--- src/rtl/alu_defs.vh ---
// Shared operation encodings and default datapath width for logic_exec,
// unit_L and the testbench. Guarded so it can be pulled in from several
// compilation units.
`ifndef ALU_DEFS_VH
`define ALU_DEFS_VH

`define ALU_OP_LOAD      2'b00
`define ALU_OP_AND       2'b01
`define ALU_OP_OR        2'b10
`define ALU_OP_XOR       2'b11

`define ALU_WIDTH_DEFAULT 32

`endif

--- src/rtl/logic_exec_pkg.sv ---
// Package: logic_exec_pkg
// Typed view of the shared operation encodings plus the default width.
// The raw values come from alu_defs.vh so every user agrees on them.
`include "alu_defs.vh"

package logic_exec_pkg;

  localparam int WIDTH_DEFAULT = `ALU_WIDTH_DEFAULT;

  typedef enum logic [1:0] {
    OP_LOAD = `ALU_OP_LOAD,
    OP_AND  = `ALU_OP_AND,
    OP_OR   = `ALU_OP_OR,
    OP_XOR  = `ALU_OP_XOR
  } op_e;

endpackage

--- src/rtl/logic_exec_unit_l.sv ---
// Module: unit_L
// Purely combinational bitwise logic unit.
// Ports:
//   a  in  WIDTH  operand A
//   b  in  WIDTH  operand B
//   s  in  2      operation select (AND / OR / XOR)
//   y  out WIDTH  result
// The LOAD encoding is never routed here by logic_exec; it yields zero.
`include "alu_defs.vh"

module unit_L
  import logic_exec_pkg::*;
#(
  parameter int WIDTH = WIDTH_DEFAULT
) (
  input  logic [WIDTH-1:0] a,
  input  logic [WIDTH-1:0] b,
  input  logic [1:0]       s,
  output logic [WIDTH-1:0] y
);

  always_comb begin
    y = '0;
    case (s)
      `ALU_OP_AND: y = a & b;
      `ALU_OP_OR:  y = a | b;
      `ALU_OP_XOR: y = a ^ b;
      default:     y = '0;
    endcase
  end

endmodule

--- src/rtl/logic_exec.sv ---
// Module: logic_exec
// Command FIFO feeding a single-register bitwise execute stage with an
// accumulator that can replace operand A.
// Ports:
//   clk, rst            clock, synchronous active-high reset
//   in_valid/in_ready   command handshake
//   in_a, in_b          operands
//   in_op               00 LOAD, 01 AND, 10 OR, 11 XOR
//   in_acc              take operand A from the accumulator
//   out_valid/out_ready result handshake
//   out_res             result register
//   count               FIFO occupancy, 0..DEPTH
//   out_zero            result-is-zero flag (only with LOGIC_EXEC_FLAGS_EN)
// Optional feature macro: LOGIC_EXEC_FLAGS_EN.
//
// Handshake: a transfer happens on a rising edge where valid and ready are
// both 1. in_ready depends only on count and rst (never on out_ready), so a
// full FIFO refuses a push even on an edge where it also pops. out_res and
// out_valid hold while out_valid=1 and out_ready=0.
`include "alu_defs.vh"

module logic_exec
  import logic_exec_pkg::*;
#(
  parameter int WIDTH = WIDTH_DEFAULT,
  parameter int DEPTH = 4
) (
  input  logic                     clk,
  input  logic                     rst,
  input  logic                     in_valid,
  output logic                     in_ready,
  input  logic [WIDTH-1:0]         in_a,
  input  logic [WIDTH-1:0]         in_b,
  input  logic [1:0]               in_op,
  input  logic                     in_acc,
  output logic                     out_valid,
  input  logic                     out_ready,
  output logic [WIDTH-1:0]         out_res,
`ifdef LOGIC_EXEC_FLAGS_EN
  output logic                     out_zero,
`endif
  output logic [$clog2(DEPTH):0]   count
);

  localparam int AW = $clog2(DEPTH);
  localparam int CW = AW + 1;
  localparam logic [CW-1:0] FULL = CW'(DEPTH);

  // FIFO storage, one field per array
  logic [WIDTH-1:0] a_mem   [DEPTH];
  logic [WIDTH-1:0] b_mem   [DEPTH];
  logic [1:0]       op_mem  [DEPTH];
  logic             acc_mem [DEPTH];

  logic [AW-1:0]    wr_ptr;
  logic [AW-1:0]    rd_ptr;
  logic [CW-1:0]    occ;
  logic [WIDTH-1:0] acc;

  logic             push;
  logic             pop;
  logic [WIDTH-1:0] head_a;
  logic [WIDTH-1:0] head_b;
  logic [1:0]       head_op;
  logic             head_acc;
  logic [WIDTH-1:0] op_a;
  logic [WIDTH-1:0] unit_y;
  logic [WIDTH-1:0] result;

  assign count    = occ;
  assign in_ready = (occ != FULL) && !rst;
  assign push     = in_valid && in_ready;
  // Pop uses the registered occupancy, so a push into an empty FIFO is
  // only visible to the execute stage on the following edge.
  assign pop      = (occ != '0) && (!out_valid || out_ready);

  assign head_a   = a_mem[rd_ptr];
  assign head_b   = b_mem[rd_ptr];
  assign head_op  = op_mem[rd_ptr];
  assign head_acc = acc_mem[rd_ptr];
  assign op_a     = head_acc ? acc : head_a;

  unit_L #(.WIDTH(WIDTH)) u_unit_l (
    .a (op_a),
    .b (head_b),
    .s (head_op),
    .y (unit_y)
  );

  // LOAD bypasses the logic unit and passes operand B straight through.
  always_comb begin
    result = unit_y;
    if (head_op == `ALU_OP_LOAD) result = head_b;
  end

  // Storage has no reset: contents are only read behind a non-zero count.
  always_ff @(posedge clk) begin
    if (push) begin
      a_mem[wr_ptr]   <= in_a;
      b_mem[wr_ptr]   <= in_b;
      op_mem[wr_ptr]  <= in_op;
      acc_mem[wr_ptr] <= in_acc;
    end
  end

  always_ff @(posedge clk) begin
    if (rst) begin
      wr_ptr <= '0;
      rd_ptr <= '0;
      occ    <= '0;
    end else begin
      if (push) wr_ptr <= wr_ptr + 1'b1;
      if (pop)  rd_ptr <= rd_ptr + 1'b1;
      case ({push, pop})
        2'b10:   occ <= occ + 1'b1;
        2'b01:   occ <= occ - 1'b1;
        default: occ <= occ;
      endcase
    end
  end

  always_ff @(posedge clk) begin
    if (rst) begin
      out_valid <= 1'b0;
      out_res   <= '0;
      acc       <= '0;
    end else if (pop) begin
      out_valid <= 1'b1;
      out_res   <= result;
      acc       <= result;
    end else if (out_ready) begin
      out_valid <= 1'b0;
    end
  end

`ifdef LOGIC_EXEC_FLAGS_EN
  always_ff @(posedge clk) begin
    if (rst) begin
      out_zero <= 1'b0;
    end else if (pop) begin
      out_zero <= (result == '0);
    end
  end
`endif

endmodule

--- config.mk ---
export PLATFORM = sky130hd
export DESIGN_NAME = logic_exec
export DESIGN_NICKNAME = d
export VERILOG_FILES = /design/src/rtl/logic_exec_pkg.sv /design/src/rtl/logic_exec_unit_l.sv /design/src/rtl/logic_exec.sv
export VERILOG_INCLUDE_DIRS = /design/src /design/src/rtl
export SDC_FILE = /design/constraint.sdc
export NUM_CORES = 1
export LEC_CHECK = 0
export BUFFER_PORTS_ARGS = -buffer_cell sky130_fd_sc_hd__buf_4
export CAP_MARGIN = 20
export CORE_AREA = 8 8 184 186
export DETAILED_ROUTE_END_ITERATION = 8
export DIE_AREA = 0 0 192 194
export HOLD_SLACK_MARGIN = 0.05
export PLACE_DENSITY = 0.69
export SYNTH_ARGS = -nofsm -noshare
export SYNTH_HDL_FRONTEND = slang
export SYNTH_HIERARCHICAL = 1
export SYNTH_SLANG_ARGS = --single-unit
--- constraint.sdc ---
create_clock -name clk -period 2.95 [get_ports clk]
set_input_delay 0.1475 -clock clk [delete_from_list [all_inputs] [get_ports clk]]
set_output_delay 0.1475 -clock clk [all_outputs]
set_load 0.05 [all_outputs]
==> metrics.md <==
| Metric | Value |
|---|---|
| Crit path DAT | `3.02 ns` |
| Fmax | `0.377 GHz` |
| Antenna viol nets, final | `0` |
| Result of the run | `completed` |
| Design area | `16800 um^2` |
| Avg Cell Area, Syn | `~18 um^2` |
| IO Port Bufs | `107` |
| Global-route wire length before repair | `45.9 mm` |
| Routed Wire Length | `29.3 mm` |
| Total power per unit cell area | `919 nW/um^2` |
| Sequential share of the synthesized area | `0.647` |
| Lkg Pwr | `0.00613 uW` |
| Crit path max fanout | `14` |
| Synth Area in Adders | `0.0643` |
| Initial Util | `0.443` |
| Max Root-Sink Buffers | `3` |
| First-iteration detailed-routing DRC count | `just under 500` |
| Full die area | `37200 um^2` |
| Final Skew | `0.0269 ns` |
| GRT Overall Usage | `0.158` |
| XOR/XNOR share of the synthesized area | `0.00319` |
| Final period util | `0.898` |
| Io pins | `108` |
| Layout cell share with drive strength beyond 1 | `0.269` |
| Fraction of registers with async set/reset | `0` |
| Die H | `just under 200 um` |
| RSZ-0062 raised after global routing | `no` |
| Relative slew slack | `0.548` |
| Commonest non-fill, non-tap cell in the layout | `edfxtp_1` |
| Global route overflow | `0` |
| Crit path cell chain | `buf_4 -> mux4_2 -> mux2_1 -> inv_1 -> ha_1 -> nand2b_1 -> a32o_2 -> mux2i_1 -> o2bb2ai_1` |
| Placed cell count | `1284` |
| Number of max-cap violations | `0` |
| Placed Area | `roughly 15000 um^2` |
| Minimum clock period | `2.65 ns` |
| Syn nets | `924` |
| Distinct cells, synth | `34` |
| Synth warn | `6` |
| Crit path max-delay cell type | `mux4_2` |
| DR DRC count | `0` |
| Setup TNS Final | `0 ns` |
| Avg WL per Cell | `20.7 um` |
| Cell-internal power | `10100 uW` |
| Root buf cell | `clkbuf_16` |
| Post-synth EDFFs | `268` |
| Maximum vdd drop | `0.590 mV` |
| Crit path max-delay family | `multiplexers` |
| Number of global-route vias before repair | `8011` |
| CTS clk-pin slew, worst paths | `0.06 ns` |
| Buf+Inv Stages, Crit Path | `2` |
| Nets | `between 1k and 1.5k` |
| Gate power share | `0.385` |
| # rows | `65` |
| Num Clock Sinks | `just over 300` |
| H-tree levels | `2` |
| Max-slew violations | `0` |
| # setup viols final | `0` |
| Largest stage delay on the critical path | `0.55 ns` |
| Sw Pwr | `5350 uW` |
| Vias/cell | `5.29` |
| Crit Path Category | `register to register` |
| Layout area overhead | `22.5%` |
| Initial antenna violation count | `3` |
| FF+latch count, synth | `310` |
| Die X | `192 um` |
| Worst setup EP type | `register` |
| Filler cells | `around 2.5k` |
| Largest net degree at the start of global routing | `35` |
| Mux share of post-synthesis cell area | `0.160` |
| Worst Max-Slew Pin Slew | `slightly below 0.7 ns` |
| Ys flop type | `edfxtp_1` |
| Post-Synth Simple-Gate Area | `0.0385` |
| Worst EP required | `3.32 ns` |
| Final hold violations | `0` |
| Worst min path class | `input pin to register` |
| Synth Area in Compound Gates | `0.0475` |
| Clk pwr share | `0.256` |
| Clock latency on the worst-skew pair | `between 0.5 and 0.6 ns` |
| RD Place Congestion | `0.701` |
| Finished Layout Cells | `around 1.4k` |
| DRT Pass-1 Iters | `4` |
| Seq pwr share | `0.360` |
| Total number of vias | `7476` |
| Sw Share | `0.345` |
| Startpoint Class | `register` |
| Detail Placement HPWL | `around 19 mm` |
| Mapped Cells | `about 780` |
| CTS Buf Count | `34` |
| Area of the core | `31100 um^2` |
| Commonest non-fill, non-tap cells in the layout | `edfxtp_1, buf_4, inv_1, ha_1, dlygate4sd3_1` |
| CTS tree | `built` |
| Largest family of logic cells by synthesized area | `multiplexers` |
| Cell Area, Synth | `about 14000 um^2` |
[sequential cells by signal, indices dropped and copies added, names as in the netlist, named ones only]
register / cells
a_mem: 128
acc: 32
acc_mem: 4
b_mem: 128
count: 3
op_mem: 8
out_valid: 1
rd_ptr: 2
wr_ptr: 2
[final timing paths]
check,from,end,slack (ns),cells after the start
min reg2reg,acc[27],acc[27],0.49,1
min,in_valid,wr_ptr[1],0.16,6
max,register,acc[15],0.30,9
max reg2reg,register,acc[15],0.30,9
[tightest hold or removal path, cell delays in order]
cell and delay (ns):
buf_4 0.11, inv_1 0.05, a211oi_2 0.04, buf_4 0.16, nand2_1 0.06, o31ai_1 0.05
[metal layers]
layer	wire length [um]	track usage	vias to the layer above
met1	13100	0.209	3828
li1	-	-	3441
met2	14200	0.263	164
met3	1410	0.0291	41
met4	543	0.0399	2
met5	13	0	-
[metrics by stage]
step,hold WS (ns),worst slack [ns],utilization,total power [uW]
final,0.160,0.299,0.542,15500
after detailed placement,0.351,0.272,0.487,11600
after floorplan,0.246,0.243,-,10000
after global routing,0.180,0.154,0.542,16300
after global placement,0.349,0.302,0.487,11400
after CTS,0.140,0.252,0.542,15700
[kinds of logic (layout without fill, tap and decap cells)]
logic type      after synthesis  after routing
xor+xnor                      5              5
mux                         132            132
flops                       310            310
other cells                   0              2
fa+ha+maj                    70             70
buf+inv                     111            338
compound gates               71             71
simple gates                 84             84
[cell usage after synthesis (4+ instances only)]
library cell,number,area [um^2]
a32o_2,6,67.6
a21oi_1,4,20.0
o2bb2ai_1,32,280
nor2_1,8,30.0
buf_4,4,30.0
ha_1,69,863
nand2b_1,63,394
buf_2,8,40.0
buf_6,8,90.1
inv_1,69,259
mux2i_1,33,330
edfxtp_1,268,8050
mux4_2,67,1510
and2_1,4,25.0
buf_1,4,15.0
xnor2_1,4,35.0
a32o_1,26,260
clkbuf_1,15,56.3
dfxtp_1,42,841
mux2_1,30,338
[power groups by stage]
stage | clock [uW] | combinational, uW | sequential [uW]
floorplan | 0 | 3630 | 6370
global placement | 0 | 5750 | 5650
detailed placement | 0 | 5940 | 5660
CTS | 4040 | 6030 | 5570
global route | 4220 | 6500 | 5620
finish | 3960 | 5950 | 5570
[timing repair]
item	in CTS	in global routing
hold endpoints to repair	278	0
gates resized for setup	0	0
hold buffers	69	0
buffers inserted	0	0
[final cells by class]
class                   instances  area (um^2)  area share
diodes                          2         5.00    0.000297
clock buffers                  43          885      0.0525
clock inverters                16          145     0.00862
inverters                      69          259      0.0154
multi-input cells             362         4330       0.257
flip-flops and latches        310         8900       0.528
well taps                     402          503      0.0299
repair buffers                210         1820       0.108
Note: power is estimated with default switching activity, not from simulation.
